[config.mk]
export PLATFORM = sky130hd
export DESIGN_NAME = lc3b_control
export DESIGN_NICKNAME = d
export VERILOG_FILES = /design/src/rtl/lc3b_control.sv
export SDC_FILE = /design/constraint.sdc
export NUM_CORES = 1
export LEC_CHECK = 0
export CAP_MARGIN = 20
export CORE_ASPECT_RATIO = 0.8
export CORE_MARGIN = 5
export CORE_UTILIZATION = 40
export DETAILED_ROUTE_END_ITERATION = 10
export DONT_BUFFER_PORTS = 1
export GPL_TIMING_DRIVEN = 0
export SYNTH_ARGS = -nofsm -noshare
export SYNTH_HDL_FRONTEND = slang
export SYNTH_SLANG_ARGS = --single-unit
[constraint.sdc]
create_clock -name clk -period 4.7 [get_ports clk]
set_input_delay 0.47 -clock clk [delete_from_list [all_inputs] [get_ports clk]]
set_output_delay 0.47 -clock clk [all_outputs]
set_load 0.01 [all_outputs]
[src/rtl/lc3b_control.sv]
// Moore control FSM for the LC-3b multicycle datapath (ADD/AND/NOT/BR/LDR/STR).
// Controls are registered from the next state so they change cleanly on the clock edge.
module lc3b_control #(
    parameter int CNT_WIDTH = 32
) (
    input  logic                 clk,
    input  logic                 rst_n,
    input  logic [3:0]           opcode,
    input  logic                 branch_enable,
    input  logic                 mem_resp,
    output logic                 load_pc,
    output logic                 load_ir,
    output logic                 load_regfile,
    output logic                 load_mar,
    output logic                 load_mdr,
    output logic                 load_cc,
    output logic                 pcmux_sel,
    output logic                 storemux_sel,
    output logic                 alumux_sel,
    output logic                 regfilemux_sel,
    output logic                 marmux_sel,
    output logic                 mdrmux_sel,
    output logic [2:0]           aluop,
    output logic                 mem_read,
    output logic                 mem_write,
    output logic [1:0]           mem_byte_enable,
    output logic [CNT_WIDTH-1:0] instr_count
);

    localparam logic [2:0] ALU_ADD  = 3'd0;
    localparam logic [2:0] ALU_AND  = 3'd1;
    localparam logic [2:0] ALU_NOT  = 3'd2;
    localparam logic [2:0] ALU_PASS = 3'd3;

    // Bit positions inside the packed control word.
    localparam int B_LD_PC  = 18;
    localparam int B_LD_IR  = 17;
    localparam int B_LD_RF  = 16;
    localparam int B_LD_MAR = 15;
    localparam int B_LD_MDR = 14;
    localparam int B_LD_CC  = 13;
    localparam int B_PCMUX  = 12;
    localparam int B_STMUX  = 11;
    localparam int B_ALUMUX = 10;
    localparam int B_RFMUX  = 9;
    localparam int B_MARMUX = 8;
    localparam int B_MDRMUX = 7;
    localparam int B_MEM_RD = 3;
    localparam int B_MEM_WR = 2;

    typedef enum logic [3:0] {
        S_RESET, S_FETCH1, S_FETCH2, S_FETCH3, S_DECODE,
        S_ADD, S_AND, S_NOT, S_BR, S_BR_TAKEN,
        S_CALC_ADDR, S_LDR1, S_LDR2, S_STR1, S_STR2
    } state_t;

    state_t                 r_state;
    state_t                 w_next;
    logic [18:0]            r_ctrl;
    logic [CNT_WIDTH-1:0]   r_count;

    function automatic logic [18:0] ctrl_of(input state_t st);
        logic [18:0] c;
        c = {12'b0, ALU_ADD, 1'b0, 1'b0, 2'b11};
        case (st)
            S_FETCH1: begin
                c[B_LD_MAR] = 1'b1;
                c[B_LD_PC]  = 1'b1;
            end
            S_FETCH2, S_LDR1: begin
                c[B_LD_MDR] = 1'b1;
                c[B_MEM_RD] = 1'b1;
            end
            S_FETCH3:   c[B_LD_IR] = 1'b1;
            S_ADD, S_AND, S_NOT: begin
                c[B_LD_RF] = 1'b1;
                c[B_LD_CC] = 1'b1;
                c[6:4]     = (st == S_AND) ? ALU_AND : ((st == S_NOT) ? ALU_NOT : ALU_ADD);
            end
            S_BR_TAKEN: begin
                c[B_PCMUX] = 1'b1;
                c[B_LD_PC] = 1'b1;
            end
            S_CALC_ADDR: begin
                c[B_ALUMUX] = 1'b1;
                c[B_MARMUX] = 1'b1;
                c[B_LD_MAR] = 1'b1;
            end
            S_LDR2: begin
                c[B_RFMUX] = 1'b1;
                c[B_LD_RF] = 1'b1;
                c[B_LD_CC] = 1'b1;
            end
            S_STR1: begin
                c[B_STMUX]  = 1'b1;
                c[B_MDRMUX] = 1'b1;
                c[B_LD_MDR] = 1'b1;
                c[6:4]      = ALU_PASS;
            end
            S_STR2:     c[B_MEM_WR] = 1'b1;
            default:    c = {12'b0, ALU_ADD, 1'b0, 1'b0, 2'b11};
        endcase
        return c;
    endfunction

    // Next-state selection; memory waits hold until mem_resp.
    always_comb begin
        w_next = r_state;
        case (r_state)
            S_RESET:     w_next = S_FETCH1;
            S_FETCH1:    w_next = S_FETCH2;
            S_FETCH2:    w_next = mem_resp ? S_FETCH3 : S_FETCH2;
            S_FETCH3:    w_next = S_DECODE;
            S_DECODE: begin
                case (opcode)
                    4'b0001: w_next = S_ADD;
                    4'b0101: w_next = S_AND;
                    4'b1001: w_next = S_NOT;
                    4'b0000: w_next = S_BR;
                    4'b0110: w_next = S_CALC_ADDR;
                    4'b0111: w_next = S_CALC_ADDR;
                    default: w_next = S_FETCH1;
                endcase
            end
            S_BR:        w_next = branch_enable ? S_BR_TAKEN : S_FETCH1;
            S_CALC_ADDR: w_next = (opcode == 4'b0111) ? S_STR1 : S_LDR1;
            S_LDR1:      w_next = mem_resp ? S_LDR2 : S_LDR1;
            S_STR1:      w_next = S_STR2;
            S_STR2:      w_next = mem_resp ? S_FETCH1 : S_STR2;
            default:     w_next = S_FETCH1;
        endcase
    end

    // State, registered controls and retired-instruction counter.
    always_ff @(posedge clk or negedge rst_n) begin
        if (!rst_n) begin
            r_state <= S_RESET;
            r_ctrl  <= ctrl_of(S_RESET);
            r_count <= '0;
        end else begin
            r_state <= w_next;
            r_ctrl  <= ctrl_of(w_next);
            if (w_next == S_FETCH1 && r_state != S_RESET) begin
                r_count <= r_count + {{(CNT_WIDTH-1){1'b0}}, 1'b1};
            end else begin
                r_count <= r_count;
            end
        end
    end

    assign load_pc         = r_ctrl[B_LD_PC];
    assign load_ir         = r_ctrl[B_LD_IR];
    assign load_regfile    = r_ctrl[B_LD_RF];
    assign load_mar        = r_ctrl[B_LD_MAR];
    assign load_mdr        = r_ctrl[B_LD_MDR];
    assign load_cc         = r_ctrl[B_LD_CC];
    assign pcmux_sel       = r_ctrl[B_PCMUX];
    assign storemux_sel    = r_ctrl[B_STMUX];
    assign alumux_sel      = r_ctrl[B_ALUMUX];
    assign regfilemux_sel  = r_ctrl[B_RFMUX];
    assign marmux_sel      = r_ctrl[B_MARMUX];
    assign mdrmux_sel      = r_ctrl[B_MDRMUX];
    assign aluop           = r_ctrl[6:4];
    assign mem_read        = r_ctrl[B_MEM_RD];
    assign mem_write       = r_ctrl[B_MEM_WR];
    assign mem_byte_enable = r_ctrl[1:0];
    assign instr_count     = r_count;

endmodule

==> qor.yml <==
grt_pass1_vias: 2004
setup_viol: 0
timing_worst_setup_path_type: "register to register"
fp.dieW_um: 105
grt_overflow: 0
drv_slew: 0
area_delta_synth_final_pct: 7.98
final_common_cell: "dfrtp_1"
cp_max_fo: 10
yosys-top-cells-area: "dfrtp_1 (42%), nor4_2 (10%), xor2_1 (9.7%)"
ctsResizeCount: 0
die_h_um: 86.0
outcome: "finished with violations"
finalClockSkew_ps: 6.91
grtUsageTotal: 0.152
ys_warn_count: 0
cap_violations: 0
seq_area_frac_synth: 0.425
irDropWorstVdd_mv: 0.296
fin_setup_tns_ps: 0
place_hpwl_um: 4670
cts_tree: "done"
cp_top_family: "simple AND/OR/NAND/NOR gates"
n_antenna_cell: 0
syn_inst: 265
start_util: 0.415
clock_latency_ps: 300
path_buf_inv: 2
layout_common_cells: "dfrtp_1 (49), xor2_1 (32), nor4_2 (24)"
drive_above_1_share: 0.240
grt_max_degree: 50
grt_pass1_wl_um: 11200
synth-async-reset-ratio: 1.00
routed_via_density: 5.62
start_kind: "register"
fp.dieArea_um2: 9030
critPathMaxStageDelay_ps: 440
fp.coreArea_um2: 6960
vias: 2035
min_path_type: "primary input to asynchronous set/reset pin"
dr.pass1.iters: 4
gp_congestion: 0.811
finalHoldViolations: 4
root_buffer: "clkbuf_8"
synth.top_cell.area_share: 0.425
cts_buffer_depth: 2
htree_levels: 2
worst_pin_slew_ps: 671
num_rows: 27
synth.distinct_cells: 54
drt_iter0_drc: 136
ctsHoldBuffers: 1
yosysTopAreaCell: "dfrtp_1"
p_leak_nw: 1.46
cts_made_buffers: 5
end_kind: "register"
critPathSlowestCell: "dfrtp_1"
finalCriticalPeriod_ps: 2430
path_clk_slew_ps: 100
required_ps: 4930
synth_area_per_cell_um2: 10.9
finalNetCount: 283
synth_area_um2: 2890
cts_sinks: 49
ant_nets: 0
ys.flop_type: "dfrtp_1"
fmax_mhz: 411
num_io_pins: 59
cp.arrival_ps: 2660
ys_ff_latch: 49
path_cells: "buf_2 > or4_1 > nand2_1 > nor2_1 > clkbuf_1 > nand3_1 > nor4_2 > xor2_1"
drc_errors: 0
io_buffers: 0
whs_ps: -5.91
powerDensity_nw_per_um2: 546
antenna_found_initial: 0
routed_wirelength_um: 6500
rsz0062_at_grt: "no"
slew_headroom: 0.551
post-cts-setup-buffers: 0
period_share: 0.518
synth_edf_count: 0
wl_per_cell_um: 18.0
violations: "hold timing"
## flip-flops by register name (all words and copies together) (netlist names)
| signal | count |
|---|---|
| instr_count | 32 |
| r_ctrl | 13 |
| r_state | 4 |
## routing by layer
metal  GRT usage  wire (um)  vias to the layer above
met3      0.0467        431                        5
met1       0.228       3250                     1005
li1            -          -                      977
met4      0.0383         62                        0
met5           0          0                        -
met2       0.211       2760                       48
## synth_stat cells (2+ instances only)
cell      number
xor2_1        32
nor4_4         2
and2_1         3
and4b_1        2
buf_4         11
buf_8          2
dfrtp_1       49
a21oi_1        4
nand2_1       19
inv_1          7
nand3_1       15
nor4_2        24
o32a_1         2
o21ai_0        4
nor2b_1        3
buf_2          4
o21ai_1        2
buf_6          5
nand2b_1       3
nor2_1         4
o31ai_1        2
conb_1         2
o32ai_1        2
and4_1         5
nor3_1         8
nor4_1         2
and3_1         7
clkbuf_1       2
or3_1          2
nand4_1       12
## final cells by class
| class | instances | area (um2) |
|---|---|---|
| plain buffers | 24 | 196 |
| clock buffers | 5 | 68.8 |
| clock inverters | 3 | 21.3 |
| fillers | 682 | 3840 |
| inverters | 8 | 30.0 |
| multi-input cells | 185 | 1440 |
| flip-flops and latches | 49 | 1230 |
| well taps | 87 | 109 |
| repair buffers | 1 | 27.5 |
## through the flow
step / instance area [um2] / setup WS, ps / utilization / cells / total power, mW
5_1_grt: 3120 / 2020 / 0.448 / 362 / 1.82
3_3_place_gp: 3000 / 2340 / 0.431 / 353 / 1.43
2_1_floorplan: 2890 / 2500 / - / 266 / 1.27
3_5_place_dp: 3000 / 2330 / 0.431 / 353 / 1.44
4_1_cts: 3120 / 2280 / 0.448 / 362 / 1.71
6_report: 3120 / 2270 / 0.448 / 362 / 1.70
## where the power goes
group          leakage, nW  internal, mW  total (mW)  switching (mW)
Sequential           0.668         0.481       0.564          0.0839
Clock               0.0445         0.106       0.260           0.154
Combinational        0.746         0.330       0.879           0.549
Total                 1.46         0.916        1.70           0.787
## cell families after synthesis
family,synth area share
AOI/OAI and AO/OA,0.0572
xor gates and xnor gates,0.0971
adders and majority gates,0.00433
buffers and inverters,0.0785
DFF,0.425
muxes,0.00867
other,0.00260
and+or+nand+nor,0.327
## worst paths after layout
kind	endpoint	from	slack [ps]	cells past startpoint
hold reg to reg	instr_count[31]$_DFFE_PN0P_	instr_count[31]$_DFFE_PN0P_	540	1
hold / removal	instr_count[3]$_DFFE_PN0P_	rst_n	-6	1
setup reg to reg	instr_count[23]$_DFFE_PN0P_	r_state[1]$_DFF_PN0_	2270	8
min in group clk	r_ctrl[12]$_DFF_PN0_	branch_enable	320	1
setup / recovery	instr_count[23]$_DFFE_PN0P_	r_state[1]$_DFF_PN0_	2270	8
max in group asynchronous	r_ctrl[18]$_DFF_PN0_	rst_n	4460	1
## worst reg2reg max path, delay by kind of cell (launching register included)
kind	cells	cell delay [ps]
buffers and inverters	2	730
DFF	1	440
and+or+nand+nor	5	1020
xor gates and xnor gates	1	180
(Power assumes the default switching activity.)
